### src/rtl/fetch_stage_if.sv
// rtl/fetch_stage_if.sv - instruction memory request/response bus between fetch and imem
interface fetch_stage_if #(
  parameter int ARCH_LEN = 32,
  parameter int INST_LEN = 32
);
  logic                imem_req_valid;
  logic                imem_req_ready;
  logic [ARCH_LEN-1:0] imem_req_addr;
  logic                imem_rsp_valid;
  logic [INST_LEN-1:0] imem_rsp_data;

  modport master (
    output imem_req_valid,
    output imem_req_addr,
    input  imem_req_ready,
    input  imem_rsp_valid,
    input  imem_rsp_data
  );

  modport slave (
    input  imem_req_valid,
    input  imem_req_addr,
    output imem_req_ready,
    output imem_rsp_valid,
    output imem_rsp_data
  );
endinterface

### src/rtl/fetch_stage.sv
// rtl/fetch_stage.sv - single-outstanding instruction fetch with one-entry skid buffer and redirect
module fetch_stage #(
  parameter int                  ARCH_LEN = 32,
  parameter int                  INST_LEN = 32,
  parameter logic [ARCH_LEN-1:0] RESET_PC = 32'h0000_1000
) (
  input  logic                clk,
  input  logic                rst,
  input  logic                stall,
  input  logic                branch_taken,
  input  logic [ARCH_LEN-1:0] branch_target,
  fetch_stage_if.master       imem,
  output logic [INST_LEN:0]   inst_fetched_out,
  output logic [ARCH_LEN-1:0] pc_out
);

  typedef struct packed {
    logic                valid;
    logic [INST_LEN-1:0] inst;
  } inst_fetched_t;

  typedef enum logic [1:0] {S_REQ, S_WAIT, S_DRAIN} state_t;

  state_t              state;
  state_t              state_nxt;
  logic [ARCH_LEN-1:0] fetch_pc;
  logic [ARCH_LEN-1:0] req_pc;
  logic [ARCH_LEN-1:0] pc_q;
  logic [ARCH_LEN-1:0] skid_pc;
  inst_fetched_t       out_q;
  inst_fetched_t       skid_q;
  logic                req_valid;
  logic                accept;
  logic                rsp_live;
  logic [ARCH_LEN-1:0] redirect_pc;
  logic                unused_target_lsbs;

  assign unused_target_lsbs = ^branch_target[1:0];
  assign redirect_pc        = {branch_target[ARCH_LEN-1:2], 2'b00};
  assign accept             = req_valid && imem.imem_req_ready;
  // Only a response in WAIT belongs to the live request; in DRAIN it is stale, in REQ it is spurious.
  assign rsp_live           = (state == S_WAIT) && imem.imem_rsp_valid;

  assign imem.imem_req_valid = req_valid;
  assign imem.imem_req_addr  = fetch_pc;
  assign inst_fetched_out    = out_q;
  assign pc_out              = pc_q;

  always_comb begin
    state_nxt = state;
    req_valid = 1'b0;
    case (state)
      S_REQ: begin
        req_valid = !skid_q.valid && !rst;
        if (req_valid && imem.imem_req_ready) begin
          state_nxt = branch_taken ? S_DRAIN : S_WAIT;
        end
      end
      S_WAIT: begin
        if (imem.imem_rsp_valid) begin
          state_nxt = S_REQ;
        end else if (branch_taken) begin
          state_nxt = S_DRAIN;
        end
      end
      S_DRAIN: begin
        if (imem.imem_rsp_valid) begin
          state_nxt = S_REQ;
        end
      end
      default: state_nxt = S_REQ;
    endcase
  end

  always_ff @(posedge clk) begin
    if (rst) begin
      state    <= S_REQ;
      fetch_pc <= RESET_PC;
      req_pc   <= '0;
      out_q    <= '0;
      pc_q     <= '0;
      skid_q   <= '0;
      skid_pc  <= '0;
    end else begin
      state <= state_nxt;
      if (accept) begin
        req_pc <= fetch_pc;
      end
      if (branch_taken) begin
        fetch_pc <= redirect_pc;
      end else if (accept) begin
        fetch_pc <= fetch_pc + ARCH_LEN'(4);
      end

      if (branch_taken) begin
        out_q.valid  <= 1'b0;
        skid_q.valid <= 1'b0;
      end else if (!stall) begin
        if (skid_q.valid) begin
          out_q        <= skid_q;
          pc_q         <= skid_pc;
          skid_q.valid <= 1'b0;
        end else if (rsp_live) begin
          out_q <= {1'b1, imem.imem_rsp_data};
          pc_q  <= req_pc + ARCH_LEN'(4);
        end else begin
          out_q.valid <= 1'b0;
        end
      end else if (!out_q.valid) begin
        if (rsp_live) begin
          out_q <= {1'b1, imem.imem_rsp_data};
          pc_q  <= req_pc + ARCH_LEN'(4);
        end
      end else if (rsp_live) begin
        // Decode is holding a valid instruction; park the new one until the stall clears.
        skid_q  <= {1'b1, imem.imem_rsp_data};
        skid_pc <= req_pc + ARCH_LEN'(4);
      end
    end
  end

endmodule

### src/flat_wrapper.sv
// flat-port wrapper written by rule: the top's interface ports become plain ports
module fetch_stage_flat 
#(
  parameter int                  ARCH_LEN = 32,
  parameter int                  INST_LEN = 32,
  parameter logic [ARCH_LEN-1:0] RESET_PC = 32'h0000_1000
)
  (clk, rst, stall, branch_taken, branch_target, inst_fetched_out, pc_out, imem_imem_req_valid, imem_imem_req_addr, imem_imem_req_ready, imem_imem_rsp_valid, imem_imem_rsp_data);
  fetch_stage_if #(.ARCH_LEN(ARCH_LEN), .INST_LEN(INST_LEN)) imem_i ();
  input  logic clk;
  input  logic rst;
  input  logic stall;
  input  logic branch_taken;
  input  logic [ARCH_LEN-1:0] branch_target;
  output logic [INST_LEN:0] inst_fetched_out;
  output logic [ARCH_LEN-1:0] pc_out;
  output wire logic [$bits(imem_i.imem_req_valid)-1:0] imem_imem_req_valid;
  output wire logic [$bits(imem_i.imem_req_addr)-1:0] imem_imem_req_addr;
  input wire logic [$bits(imem_i.imem_req_ready)-1:0] imem_imem_req_ready;
  input wire logic [$bits(imem_i.imem_rsp_valid)-1:0] imem_imem_rsp_valid;
  input wire logic [$bits(imem_i.imem_rsp_data)-1:0] imem_imem_rsp_data;
  assign imem_imem_req_valid = imem_i.imem_req_valid;
  assign imem_imem_req_addr = imem_i.imem_req_addr;
  assign imem_i.imem_req_ready = imem_imem_req_ready;
  assign imem_i.imem_rsp_valid = imem_imem_rsp_valid;
  assign imem_i.imem_rsp_data = imem_imem_rsp_data;
  fetch_stage #(.ARCH_LEN(ARCH_LEN), .INST_LEN(INST_LEN), .RESET_PC(RESET_PC)) u_core (.clk(clk), .rst(rst), .stall(stall), .branch_taken(branch_taken), .branch_target(branch_target), .imem(imem_i), .inst_fetched_out(inst_fetched_out), .pc_out(pc_out));
endmodule
### config.mk
export PLATFORM = sky130hd
export DESIGN_NAME = fetch_stage_flat
export DESIGN_NICKNAME = d
export VERILOG_FILES = /design/src/rtl/fetch_stage_if.sv /design/src/rtl/fetch_stage.sv /design/src/flat_wrapper.sv
export SDC_FILE = /design/constraint.sdc
export NUM_CORES = 1
export LEC_CHECK = 0
export CORE_MARGIN = 4
export CORE_UTILIZATION = 35
export CTS_BUF_LIST = sky130_fd_sc_hd__clkbuf_16
export CTS_CLUSTER_SIZE = 10
export DETAILED_ROUTE_END_ITERATION = 16
export DONT_BUFFER_PORTS = 1
export PLACE_DENSITY = 0.47
export REMOVE_ABC_BUFFERS = 1
export SLEW_MARGIN = 20
export SYNTH_ARGS = -nofsm -noshare
export SYNTH_HDL_FRONTEND = slang
export SYNTH_SLANG_ARGS = --single-unit
### constraint.sdc
create_clock -name clk -period 2.15 [get_ports clk]
set_input_delay 0.215 -clock clk [delete_from_list [all_inputs] [get_ports clk]]
set_output_delay 0.215 -clock clk [all_outputs]
set_load 0.02 [all_outputs]
# Word-level counts from Yosys, hierarchy flattened
# Cells that the tools add are included.
# Widths: inputs -> output; s select.
[totals]
in_bits = 70
regBits = 196
[classes]
n_bitwise = 2
eq_ne = 7
mux = 19
n_reduce_logical = 16
addsub = 2
[op_table]
columns = ["op", "n"]
rows = [
  ["$mux 32", 7],
  ["$mux 33", 4],
  ["$add 32x3->32 const B", 2],
  ["$mux 2", 5],
  ["$reduce_and 4->1", 2],
  ["$pmux 2 s3", 1],
  ["$logic_and 1x1->1", 4],
  ["$ne 2x1->1 const B", 2],
  ["$ne 2x2->1 const B", 2],
  ["$reduce_and 2->1", 2],
  ["$reduce_bool 2->1", 2],
  ["$ne 3x3->1 const B", 1],
  ["$reduce_and 3->1", 1],
  ["$reduce_or 3->1", 1],
  ["$eq 2x1->1 const B", 1],
  ["$eq 2x2->1 const B", 1],
  ["$logic_not 1->1", 2],
  ["$logic_not 2->1", 1],
  ["$mux 1", 2],
  ["$not 1->1", 2],
  ["$reduce_or 2->1", 1],
]

# Logic depth before layout (Yosys ltp)
# Gate-level depths: netlist of run 1.
[depth]
ltp_word = 6
depth_mapped = 8
mapped_depth_nobuf = 7

# Least setup slack after synthesis of run 1
# OpenSTA, ideal clock, no wires.
[synth_timing]
path_type = "reg-to-reg"
from = "register u_core.fetch_pc[13], in the netlist u_core.imem.imem_req_addr[13]"
to = "register u_core.fetch_pc[29], in the netlist u_core.imem.imem_req_addr[29]"
required_time_ps = 2057
stages_incl_launch_ff = 7
synth_period_minus_slack_ps = 1891
path_slack_ps = 259
arrival_time_ps = 1798
setup_time_ps = 93
path_cell_list = "dfxtp_1 -> nand3_1 -> nor4_1 -> and4_1 -> nand4_1 -> xor2_1 -> o32ai_1"
[synth_via]
elab_chain_cells = 3
[synth_lines]
columns = ["element", "line", "text"]
rows = [
  ["from (decl)", "fetch_stage.sv:26", "logic [ARCH_LEN-1:0] fetch_pc;"],
  ["from (signal assigned)", "fetch_stage.sv:90", "fetch_pc <= redirect_pc;"],
  ["from (signal assigned)", "fetch_stage.sv:92", "fetch_pc <= fetch_pc + ARCH_LEN'(4);"],
  ["$add 32x3->32", "fetch_stage.sv:92", ""],
  ["$mux 32", "fetch_stage.sv:91", "end else if (accept) begin"],
  ["$mux 32", "fetch_stage.sv:89", "if (branch_taken) begin"],
]
# Every way passes these cells. The select of a mux whose other input is x is not followed.
# A chain may end at the register's enable or synchronous reset.

# Worst setup path after layout of run 1
[layout_timing]
from = "register u_core.state[1]"
to = "register u_core.skid_q[8] in the netlist's numbering"
[layout_via]
elab_chain_cells = 3
[layout_lines]
columns = ["element", "line", "text"]
rows = [
  ["from (decl)", "fetch_stage.sv:24", "state_t state;"],
  ["from (signal assigned)", "fetch_stage.sv:85", "state <= state_nxt;"],
  ["$eq 2x1->1", "fetch_stage.sv:42", "assign rsp_live = (state == S_WAIT) && imem.imem_rsp_valid;"],
  ["$logic_and 1x1->1", "fetch_stage.sv:42", ""],
  ["$reduce_and 4->1 (no line)", "n/a", ""],
  ["to (signal assigned)", "fetch_stage.sv:116", "skid_q <= {1'b1, imem.imem_rsp_data};"],
  ["to (decl)", "fetch_stage.sv:31", "inst_fetched_t skid_q;"],
]
# Every way passes these cells.

==> metrics, run 1 <==
WL per Instance 17.2 um; Setup CP Type flip-flop to flip-flop; library cells used by synthesis 44; DRC 0; die area 25,700 sq um; M2 GR Usage 0.304; antenna violations before repair 0; commonest non-fill, non-tap cells in the layout nand2_1 (226), dfxtp_1 (187), nor2_1 (150), dlygate4sd3_1 (121), a21oi_1 (82); GRT Max-Usage Layer met2; gr ovfl total 0; Final Critical Period 2.07 ns; Fill cells 2,286; Area Growth Syn to Fin 31.1%; drt pass-1 iters 4; Routed WL 24,600 um; Nets 1,208; Core Rows 55; Hold Vio Cnt, Final 0; CTS tree built; core area 22,700 sq um; H-tree levels 4; syn avg cell area 8.00 sq um; max incr delay on CP 0.57 ns; area of the multi-input gates 4050 sq um; via count 7,297; global-route wire length before repair 38,300 um; vias in the first global route 7,029; clock sink count 190; Vias/cell 5.09; CTS max path bufs 2; worst hold path class primary input to flip-flop; ys async rst share 0; CP Launch Type flip-flop; synthesis warning total 0; post-place instance area 8590 sq um; PD cells 705 nW/um^2; # diodes 0; MaxCap Viol Count 0; Seq cells post-synth 190; Final Cycle Share 0.962; Ports 168; Synth Cell Area 8120 sq um; max-slew violations 0; Slew headroom 0.661; Max Freq 0.484 GHz; RSZ-0062 raised after global routing true; Slowest-stage cell, CP dlygate4sd3_1; Req. time, crit path 2.52 ns; Seq. cell area 3810 sq um; Initial Util 0.358; Port Buf Inserts 0; share of cells above drive strength 1 0.0957; Worst Skew 0.00908 ns; final setup fails 0; leakage power 3.98 nW; Post-synth EDFFs 0; post-route ant nets 0; largest net degree at the start of global routing 106; Total GRT Usage 0.183; Worst-Skew Late Latency 0.43 ns; Die Ht 160 um; GR Util met1 0.238; Gate Count Post-Synth 1,015; critical path endpoint category flip-flop; Final Instance Area 10,600 sq um; Detailed Route Iter0 Violations 401; Worst-Margin Slew 0.509 ns; CP Cell Sequence and3b_1 > buf_4 > and3_4 > buf_12 > nand2_1 > a21oi_1 > dlygate4sd3_1; CTS clock-pin slew for the worst setup and hold paths 0.07 ns; Top FF cell, synth dfxtp_1; Root Driver clkbuf_16; outcome finished clean; GPL Wtd Cong 0.741; Critical Path AT 2.44 ns; GR Layer Usage met3 0.0513; post-layout util 0.469; commonest non-fill, non-tap cell in the layout nand2_1; total CTS buffers 17; DP HPWL 14,700 um; worst-path fanout max 22; Peak VDD IR 0.000392 V; Die X 160 um; register area share after synthesis 0.468
repair_timing:
action                     4_1_cts  5_1_grt
buffers inserted                 0        5
hold buffers                   122        0
setup endpoints to repair        0       73
resized for setup                0       19
hold endpoints to repair       188        0
worst paths after layout:
kind,start,to,slack (ns),cells past startpoint
worst min register to register,u_core.skid_q[22],u_core.inst_fetched_out[22],0.48,2
worst max-delay path,u_core.state[1],u_core.skid_q[8],0.08,7
worst max register to register,u_core.state[1],u_core.skid_q[8],0.08,7
worst min-delay path,branch_taken,u_core.imem.imem_req_addr[2],0.02,3
Yosys cell counts, types with 5 or more instances:
master	n	share of area
nand2_1	228	0.11
dfxtp_1	190	0.47
nor2_1	151	0.070
a21oi_1	82	0.051
clkbuf_1	47	0.022
a211oi_1	34	0.031
xor2_1	34	0.037
a311oi_1	32	0.035
nand3_1	31	0.019
xnor2_1	23	0.025
a2111oi_0	20	0.022
nand4_1	20	0.015
buf_2	16	0.0099
and3_1	14	0.011
o21ai_0	11	0.0068
nor3_1	10	0.0062
and4_1	9	0.0097
buf_1	9	0.0042
mux2i_1	8	0.0099
o22ai_1	5	0.0039
area by class of cell:
class	count	area share
Clock inverter	15	0.0173
Sequential cell	190	0.358
Tap cell	285	0.0335
Clock buffer	17	0.0400
Inverter	4	0.00141
Multi-Input combinational cell	746	0.380
Timing Repair Buffer	177	0.170
routing by layer:
metal	part of all wire	wire, um	up-vias
met4	0.014	339	0
met1	0.45	11200	3370
li1	-	-	3737
met5	0	0	-
met3	0.060	1470	21
met2	0.47	11600	169
registers in the layout, indices dropped and copies added (netlist names):
name / count
u_core.skid_q: 33
u_core.imem.imem_req_addr: 30
u_core.req_pc: 30
u_core.skid_pc: 30
u_core.inst_fetched_out: 33
u_core.state: 2
u_core.pc_out: 32
critical path: cells and delay by family (launching register included):
family          cells  cell delay, ns
compound gates      1            0.13
simple gates        3            0.59
flops               1            0.34
buf+inv             3            0.93
power breakdown:
group	leakage [nW]	internal [mW]	switching [mW]	total [mW]
logic	2.14	0.225	0.293	0.518
clock network	0.292	1.85	1.47	3.32
registers	1.54	3.58	0.0789	3.66
total	3.98	5.66	1.84	7.50
metrics by stage:
step           power, mW  TNS (ns)  hold WS [ns]  std cells  worst slack, ns
6_report            7.50         0        0.0195       1434           0.0822
2_1_floorplan       3.98   -148.04         0.280        940            -1.97
5_1_grt             7.79   -0.0353        0.0202       1434          -0.0210
3_5_place_dp        4.12         0         0.312       1271            0.193
3_3_place_gp        4.12         0         0.311       1271            0.177
4_1_cts             7.58         0       0.00557       1425           0.0164
cells by family (layout without fill, tap and decap cells):
kind of cell,count (synthesis),count (layout),synth area share
mux,8,8,0.00986
fa+ha+maj,2,2,0.00308
buf+inv,80,213,0.0413
simple gates,487,487,0.260
flops,190,190,0.468
xor+xnor,57,57,0.0615
compound gates,190,190,0.155
other cells,1,2,0.000462
(Power assumes the default switching activity.)
==> inputs of run 2 (changes only) <==
--- a/config.mk
+++ b/config.mk
@@ -6,12 +6,13 @@
 export NUM_CORES = 1
 export LEC_CHECK = 0
 export CORE_MARGIN = 4
-export CORE_UTILIZATION = 35
+export CORE_UTILIZATION = 50
 export CTS_BUF_LIST = sky130_fd_sc_hd__clkbuf_16
 export CTS_CLUSTER_SIZE = 10
 export DETAILED_ROUTE_END_ITERATION = 16
 export DONT_BUFFER_PORTS = 1
-export PLACE_DENSITY = 0.47
+export HOLD_SLACK_MARGIN = 0.12
+export PLACE_DENSITY = 0.63
 export REMOVE_ABC_BUFFERS = 1
 export SLEW_MARGIN = 20
 export SYNTH_ARGS = -nofsm -noshare
==> run 2 against run 1 <==
Against the previous run:
- the flow now finishes with violations (hold timing)
- sequential power is essentially flat
- clock power decreased by 2%
- critical path depth is 1 lower
- count of clock-buffer cells in the layout did not move
- non-clock buffer count fell by 90
- total power is 2.4% lower
- largest cell class unchanged
==> metrics, run 2 (synthesis results as in run 1) <==
core area 15,900 sq um (was 22,700 sq um); CTS tree built (unchanged); WP buf/inv 2 (was 3); CTS clock-pin slew for the worst setup and hold paths 0.07 ns (about the same); antenna violations before repair 0 (unchanged); max-slew violations 0 (unchanged); PD cells 769 nW/um^2 (was 705 nW/um^2); placed cell count 1,199 (was 1,271); global-route wire length before repair 32,600 um (was 38,300 um); failing checks hold timing; Detailed Route Iter0 Violations 304 (was 401); Layout Cells excl Fill 1,275 (was 1,434); FF-to-FF setup slack 0.06 ns (was 0.08 ns); Max Freq 0.479 GHz (was 0.484 GHz); DP HPWL 13,000 um (was 14,700 um); Die Ht 135 um (was 160 um); final setup fails 0 (unchanged); GPL Wtd Cong 0.840 (was 0.741); gr ovfl total 0 (unchanged); die area 18,300 sq um (was 25,700 sq um); switching share of power 0.234 (was 0.245); area of the multi-input gates 4010 sq um (was 4050 sq um); CP Cell Sequence and3b_2 > nand3_1 > buf_12 > nand2_1 > a21oi_1 > dlygate4sd3_1 (was and3b_1 > buf_4 > and3_4 > buf_12 > nand2_1 > a21oi_1 > dlygate4sd3_1); post-layout util 0.599 (was 0.469); Vias/cell 5.36 (was 5.09); Seq. cell area 3800 sq um (was 3810 sq um); Area Growth Syn to Fin 17.3% (was 31.1%); CTS max path bufs 2 (unchanged); outcome complete, but fails checks (was finished clean); Register-to-Register Path Depth 6 (was 7); CP Launch Type flip-flop (unchanged); Tot Pwr 7.32 mW (was 7.50 mW); Critical Path AT 2.40 ns (was 2.44 ns); Net Sw Power 1.71 mW (was 1.84 mW); Int Power 5.61 mW (was 5.66 mW); commonest non-fill, non-tap cell in the layout nand2_1 (unchanged); share of cells above drive strength 1 0.0869 (was 0.0957); total CTS buffers 17 (unchanged); worst hold margin -0.141 ns (was 0.0195 ns); Core Rows 46 (was 55); critical path endpoint category flip-flop (unchanged); Slowest-stage cell, CP dlygate4sd3_1 (unchanged); Logic pwr share 0.054 (was 0.069); Worst-Skew Late Latency 0.43 ns (about the same); worst r2r src u_core.state[0] (was u_core.state[1]); hold path start rst (was branch_taken); largest net degree at the start of global routing 185 (was 106); drt pass-1 iters 5 (was 4); Port Buf Inserts 0 (unchanged); leakage power 3.39 nW (was 3.98 nW); max incr delay on CP 0.56 ns (was 0.57 ns); Setup CP Type flip-flop to flip-flop (unchanged); Worst Skew 0.0115 ns (was 0.00908 ns); commonest non-fill, non-tap cells in the layout nand2_1 (228), dfxtp_1 (190), nor2_1 (150), a21oi_1 (82) (was nand2_1 (226), dfxtp_1 (187), nor2_1 (150), dlygate4sd3_1 (121), a21oi_1 (82)); Hold Crit Endpoint u_core.imem.imem_req_addr[17] (was u_core.imem.imem_req_addr[2]); # diodes 0 (unchanged); Clock Power Share 0.446 (was 0.443); Final Cycle Share 0.971 (was 0.962); hold path cells 1 (was 3); Peak VDD IR 0.000541 V (was 0.000392 V); Nets 1,118 (was 1,208); Fill cells 1,484 (was 2,286); Final Critical Period 2.09 ns (was 2.07 ns); WL per Instance 15.9 um (was 17.2 um); Req. time, crit path 2.46 ns (was 2.52 ns); Root Driver clkbuf_16 (unchanged); Sequential Power Share 0.501 (was 0.488); delay-heaviest family, CP buffers and inverters (unchanged); post-route ant nets 0 (unchanged); Hold Vio Cnt, Final 124 (was 0); via count 6,832 (was 7,297); Crit Reg-Reg Endpoint u_core.skid_q[3] (was u_core.skid_q[8]); Routed WL 20,300 um (was 24,600 um); Total GRT Usage 0.218 (was 0.183); MaxCap Viol Count 0 (unchanged); Ports 168 (unchanged); worst hold path class primary input to flip-flop (unchanged); Die X 135 um (was 160 um); DRC 0 (unchanged); clock sink count 190 (unchanged); vias in the first global route 6,340 (was 7,029); worst-path fanout max 34 (was 22); H-tree levels 4 (unchanged); Initial Util 0.511 (was 0.358)
run 2: cell types whose count changed in the layout (fill, tap and decap cells not counted), sizes merged:
| cell | delta |
|---|---|
| dlygate4sd3 | -80 |
| buf | -6 |
| clkbuf | -4 |
| inv | +2 |
| clkinv | -1 |
| clkinvlp | -1 |
run 2: area by class of cell:
type	instances	area share
Multi-Input combinational cell	746	0.421
Sequential cell	190	0.399
Timing Repair Buffer	87	0.0859
Clock buffer	17	0.0447
Tap cell	216	0.0284
Clock inverter	15	0.0194
Inverter	4	0.00158
run 2: per-layer routing:
| metal | track usage | part of all wire | vias to the layer above |
|---|---|---|---|
| li1 | - | - | 3556 |
| met1 | 0.290 | 0.45 | 3058 |
| met2 | 0.343 | 0.46 | 195 |
| met3 | 0.0654 | 0.074 | 23 |
| met4 | 0.0672 | 0.014 | 0 |
| met5 | 0 | 0 | - |
run 2: worst max-delay path by stage:
stage	cells after the start	startpoint	endpoint
6_report	6	u_core.state[0]	u_core.skid_q[3]
5_1_grt	6	u_core.state[1]	u_core.skid_q[29]
4_1_cts	6	u_core.state[0]	u_core.pc_out[1]
3_5_place_dp	6	u_core.req_pc[10]	u_core.pc_out[29]
3_3_place_gp	6	u_core.skid_q[32]	u_core.imem.imem_req_addr[18]
2_1_floorplan	5	u_core.skid_q[32]	u_core.pc_out[10]
run 2: stage by stage:
stage	hold WS [ns]	instance area, sq um	setup slack [ns]	TNS [ns]
final	-0.141	9520	0.0623	0
after global routing	-0.159	9520	-0.0437	-0.121
after CTS	-0.152	9360	0.0469	0
after detailed placement	0.310	8470	0.189	0
after global placement	0.309	8470	0.260	0
after floorplan	0.280	7800	-1.97	-148.04
run 2: power by group through the flow:
stage	Clock, mW	Combinational [mW]	Sequential [mW]
2_1_floorplan	0	0.182	3.79
3_3_place_gp	0	0.354	3.75
3_5_place_dp	0	0.355	3.75
4_1_cts	3.33	0.388	3.67
5_1_grt	3.48	0.435	3.67
6_report	3.26	0.393	3.67
run 2: timing repair:
| item | CTS | global route |
|---|---|---|
| hold endpoints to repair | 190 | 170 |
| resized for setup | 0 | 6 |
| setup endpoints to repair | 0 | 11 |
| hold buffers | 28 | 13 |
| buffers inserted | 0 | 3 |
==> inputs of run 3 (changes only) <==
--- a/config.mk
+++ b/config.mk
@@ -14,6 +14,7 @@
 export HOLD_SLACK_MARGIN = 0.12
 export PLACE_DENSITY = 0.63
 export REMOVE_ABC_BUFFERS = 1
+export SETUP_SLACK_MARGIN = 0.05
 export SLEW_MARGIN = 20
 export SYNTH_ARGS = -nofsm -noshare
 export SYNTH_HDL_FRONTEND = slang
==> constraint.sdc (replaced) <==
create_clock -name clk -period 2 [get_ports clk]
set_input_delay 0.2 -clock clk [delete_from_list [all_inputs] [get_ports clk]]
set_output_delay 0.2 -clock clk [all_outputs]
set_load 0.02 [all_outputs]
==> run 3 against run 2 <==
Against the previous run:
- clock skew is 0.0028 ns lower
- hold slack worse by 0.0024 ns
- sequential cell count unchanged
- die area stayed put
- the run still ends with hold timing left
- first-iteration DRC count shrank 3.9%
- combinational power rose by 9.7%
==> metrics, run 3 (synthesis results as in run 1) <==
GPL Wtd Cong 0.836 (was 0.840); Root Driver clkbuf_16 (unchanged); Total GRT Usage 0.216 (was 0.218); Peak VDD IR 0.000607 V (was 0.000541 V); Hold Crit Endpoint u_core.imem.imem_req_addr[16] (was u_core.imem.imem_req_addr[17]); MaxCap Viol Count 0 (unchanged); share of cells above drive strength 1 0.106 (was 0.0869); Port Buf Inserts 0 (unchanged); Register-to-Register Path Depth 5 (was 6); die area 18,300 sq um (unchanged); CP Launch Type flip-flop (unchanged); total CTS buffers 17 (unchanged); Die Ht 135 um (unchanged); worst hold path class primary input to flip-flop (unchanged); global-route wire length before repair 32,100 um (was 32,600 um); commonest non-fill, non-tap cell in the layout nand2_1 (unchanged); Critical Path AT 2.22 ns (was 2.40 ns); Area Growth Syn to Fin 15.9% (was 17.3%); Ports 168 (unchanged); CP startpoint u_core.state[0] (unchanged); delay-heaviest family, CP buffers and inverters (unchanged); Routed WL 20,200 um (was 20,300 um); Slew headroom 0.592; Final Critical Period 1.86 ns (was 2.09 ns); CTS clock-pin slew for the worst setup and hold paths 0.07 ns (about the same); Max Freq 0.536 GHz (was 0.479 GHz); clock sink count 190 (unchanged); antenna violations before repair 0 (unchanged); worst r2r src u_core.state[0] (unchanged); outcome complete, but fails checks (unchanged); Core Rows 46 (unchanged); Die X 135 um (unchanged); Vias/cell 5.41 (was 5.36); leakage power 3.29 nW (was 3.39 nW); WP buf/inv 2 (unchanged); Final WS setup 0.136 ns (was 0.0623 ns); via count 6,839 (was 6,832); post-route ant nets 0 (unchanged); FF-to-FF setup slack 0.14 ns (was 0.06 ns); drt pass-1 iters 5 (unchanged); post-place setup slack 0.0895 ns (was 0.189 ns); DP HPWL 13,300 um (was 13,000 um); gr ovfl total 0 (unchanged); Setup CP Type flip-flop to flip-flop (unchanged); critical path endpoint category flip-flop (unchanged); CP Cell Sequence and3b_1 > buf_4 > nand3_1 > a21oi_1 > dlygate4sd3_1 (was and3b_2 > nand3_1 > buf_12 > nand2_1 > a21oi_1 > dlygate4sd3_1); max-slew violations 0 (unchanged); post-layout util 0.593 (was 0.599); failing checks hold timing (unchanged); worst-path fanout max 8 (was 34); Crit Reg-Reg Endpoint u_core.skid_q[32] (was u_core.skid_q[3]); Final Cycle Share 0.932 (was 0.971); CTS tree built (unchanged); # diodes 0 (unchanged); H-tree levels 4 (unchanged); Worst-Skew Late Latency 0.42 ns (was 0.43 ns); max incr delay on CP 0.55 ns (was 0.56 ns); core area 15,900 sq um (unchanged); Worst-Margin Slew 0.610 ns; vias in the first global route 6,375 (was 6,340); RSZ-0062 raised after global routing true; CTS max path bufs 2 (unchanged); PD cells 828 nW/um^2 (was 769 nW/um^2); Nets 1,106 (was 1,118); Slowest-stage cell, CP dlygate4sd3_1 (unchanged); commonest non-fill, non-tap cells in the layout nand2_1 (228), dfxtp_1 (186), nor2_1 (150), a21oi_1 (82), buf_4 (50) (was nand2_1 (228), dfxtp_1 (190), nor2_1 (150), a21oi_1 (82)); largest net degree at the start of global routing 185 (unchanged); Worst Skew 0.00871 ns (was 0.0115 ns); WL per Instance 16.0 um (was 15.9 um); setup_tns 0 ns (unchanged); Hold Vio Cnt, Final 129 (was 124); hold path cells 1 (unchanged); Detailed Route Iter0 Violations 292 (was 304); Req. time, crit path 2.36 ns (was 2.46 ns); final setup fails 0 (unchanged); DRC 0 (unchanged); hold path start rst (unchanged); worst hold margin -0.143 ns (was -0.141 ns); Hold-fix buffers, CTS 20 (was 28); Fill cells 1,530 (was 1,484); Initial Util 0.511 (unchanged)
## run 3: power breakdown
group          total (mW)  switching, mW  internal, mW
Clock                3.42           1.45          1.96
Sequential           3.94         0.0865          3.86
Combinational       0.431          0.251         0.180
## run 3: per-layer routing
metal | global-route usage | vias to the layer above | part of all wire
met4 | 0.0672 | 0 | 0.014
met2 | 0.347 | 174 | 0.46
met3 | 0.0695 | 20 | 0.076
li1 | - | 3538 | -
met5 | 0 | - | 0
met1 | 0.276 | 3107 | 0.45
## run 3: final cells by class
type / count / area [sq um] / area share
clock inverter: 15 / 169 / 0.0179
sequential: 190 / 3810 / 0.405
clock buffer: 17 / 425 / 0.0452
tap: 216 / 270 / 0.0287
inverter: 4 / 15.0 / 0.00160
timing repair buffer: 75 / 676 / 0.0718
multi-input combinational: 746 / 4050 / 0.430
## run 3: worst register-to-register path, stage by stage, from the launching register on
cell and delay (ns):
dfxtp_1 0.40, and3b_1 0.21, buf_4 0.16, nand3_1 0.28, a21oi_1 0.21, dlygate4sd3_1 0.55
## run 3: worst max-delay path by stage
stage | to | slack, ns | cells after the start
finish | u_core.skid_q[32] | 0.14 | 5
global route | u_core.pc_out[29] | 0.03 | 6
CTS | u_core.pc_out[21] | 0.05 | 5
detailed placement | u_core.imem.imem_req_addr[18] | 0.09 | 6
global placement | u_core.imem.imem_req_addr[18] | 0.13 | 6
floorplan | u_core.pc_out[10] | -2.12 | 5
## run 3: metrics by stage
stage               total power, mW  cells  instance area, sq um  hold WS, ns
finish                         7.79   1263                  9410       -0.143
CTS                            7.86   1260                  9330       -0.161
global placement               4.42   1208                  8530        0.295
detailed placement             4.42   1208                  8530        0.292
floorplan                      4.27    940                  7800        0.265
global route                   8.06   1263                  9410       -0.174
## run 3: repair_timing
action / in CTS / in global routing
setup buffers: 0 / 3
endpoints found under the hold margin: 190 / 178
endpoints found under the setup margin: 1 / 32
cloned: 0 / 0
gates resized for setup: 0 / 28
pin swaps: 1 / 5
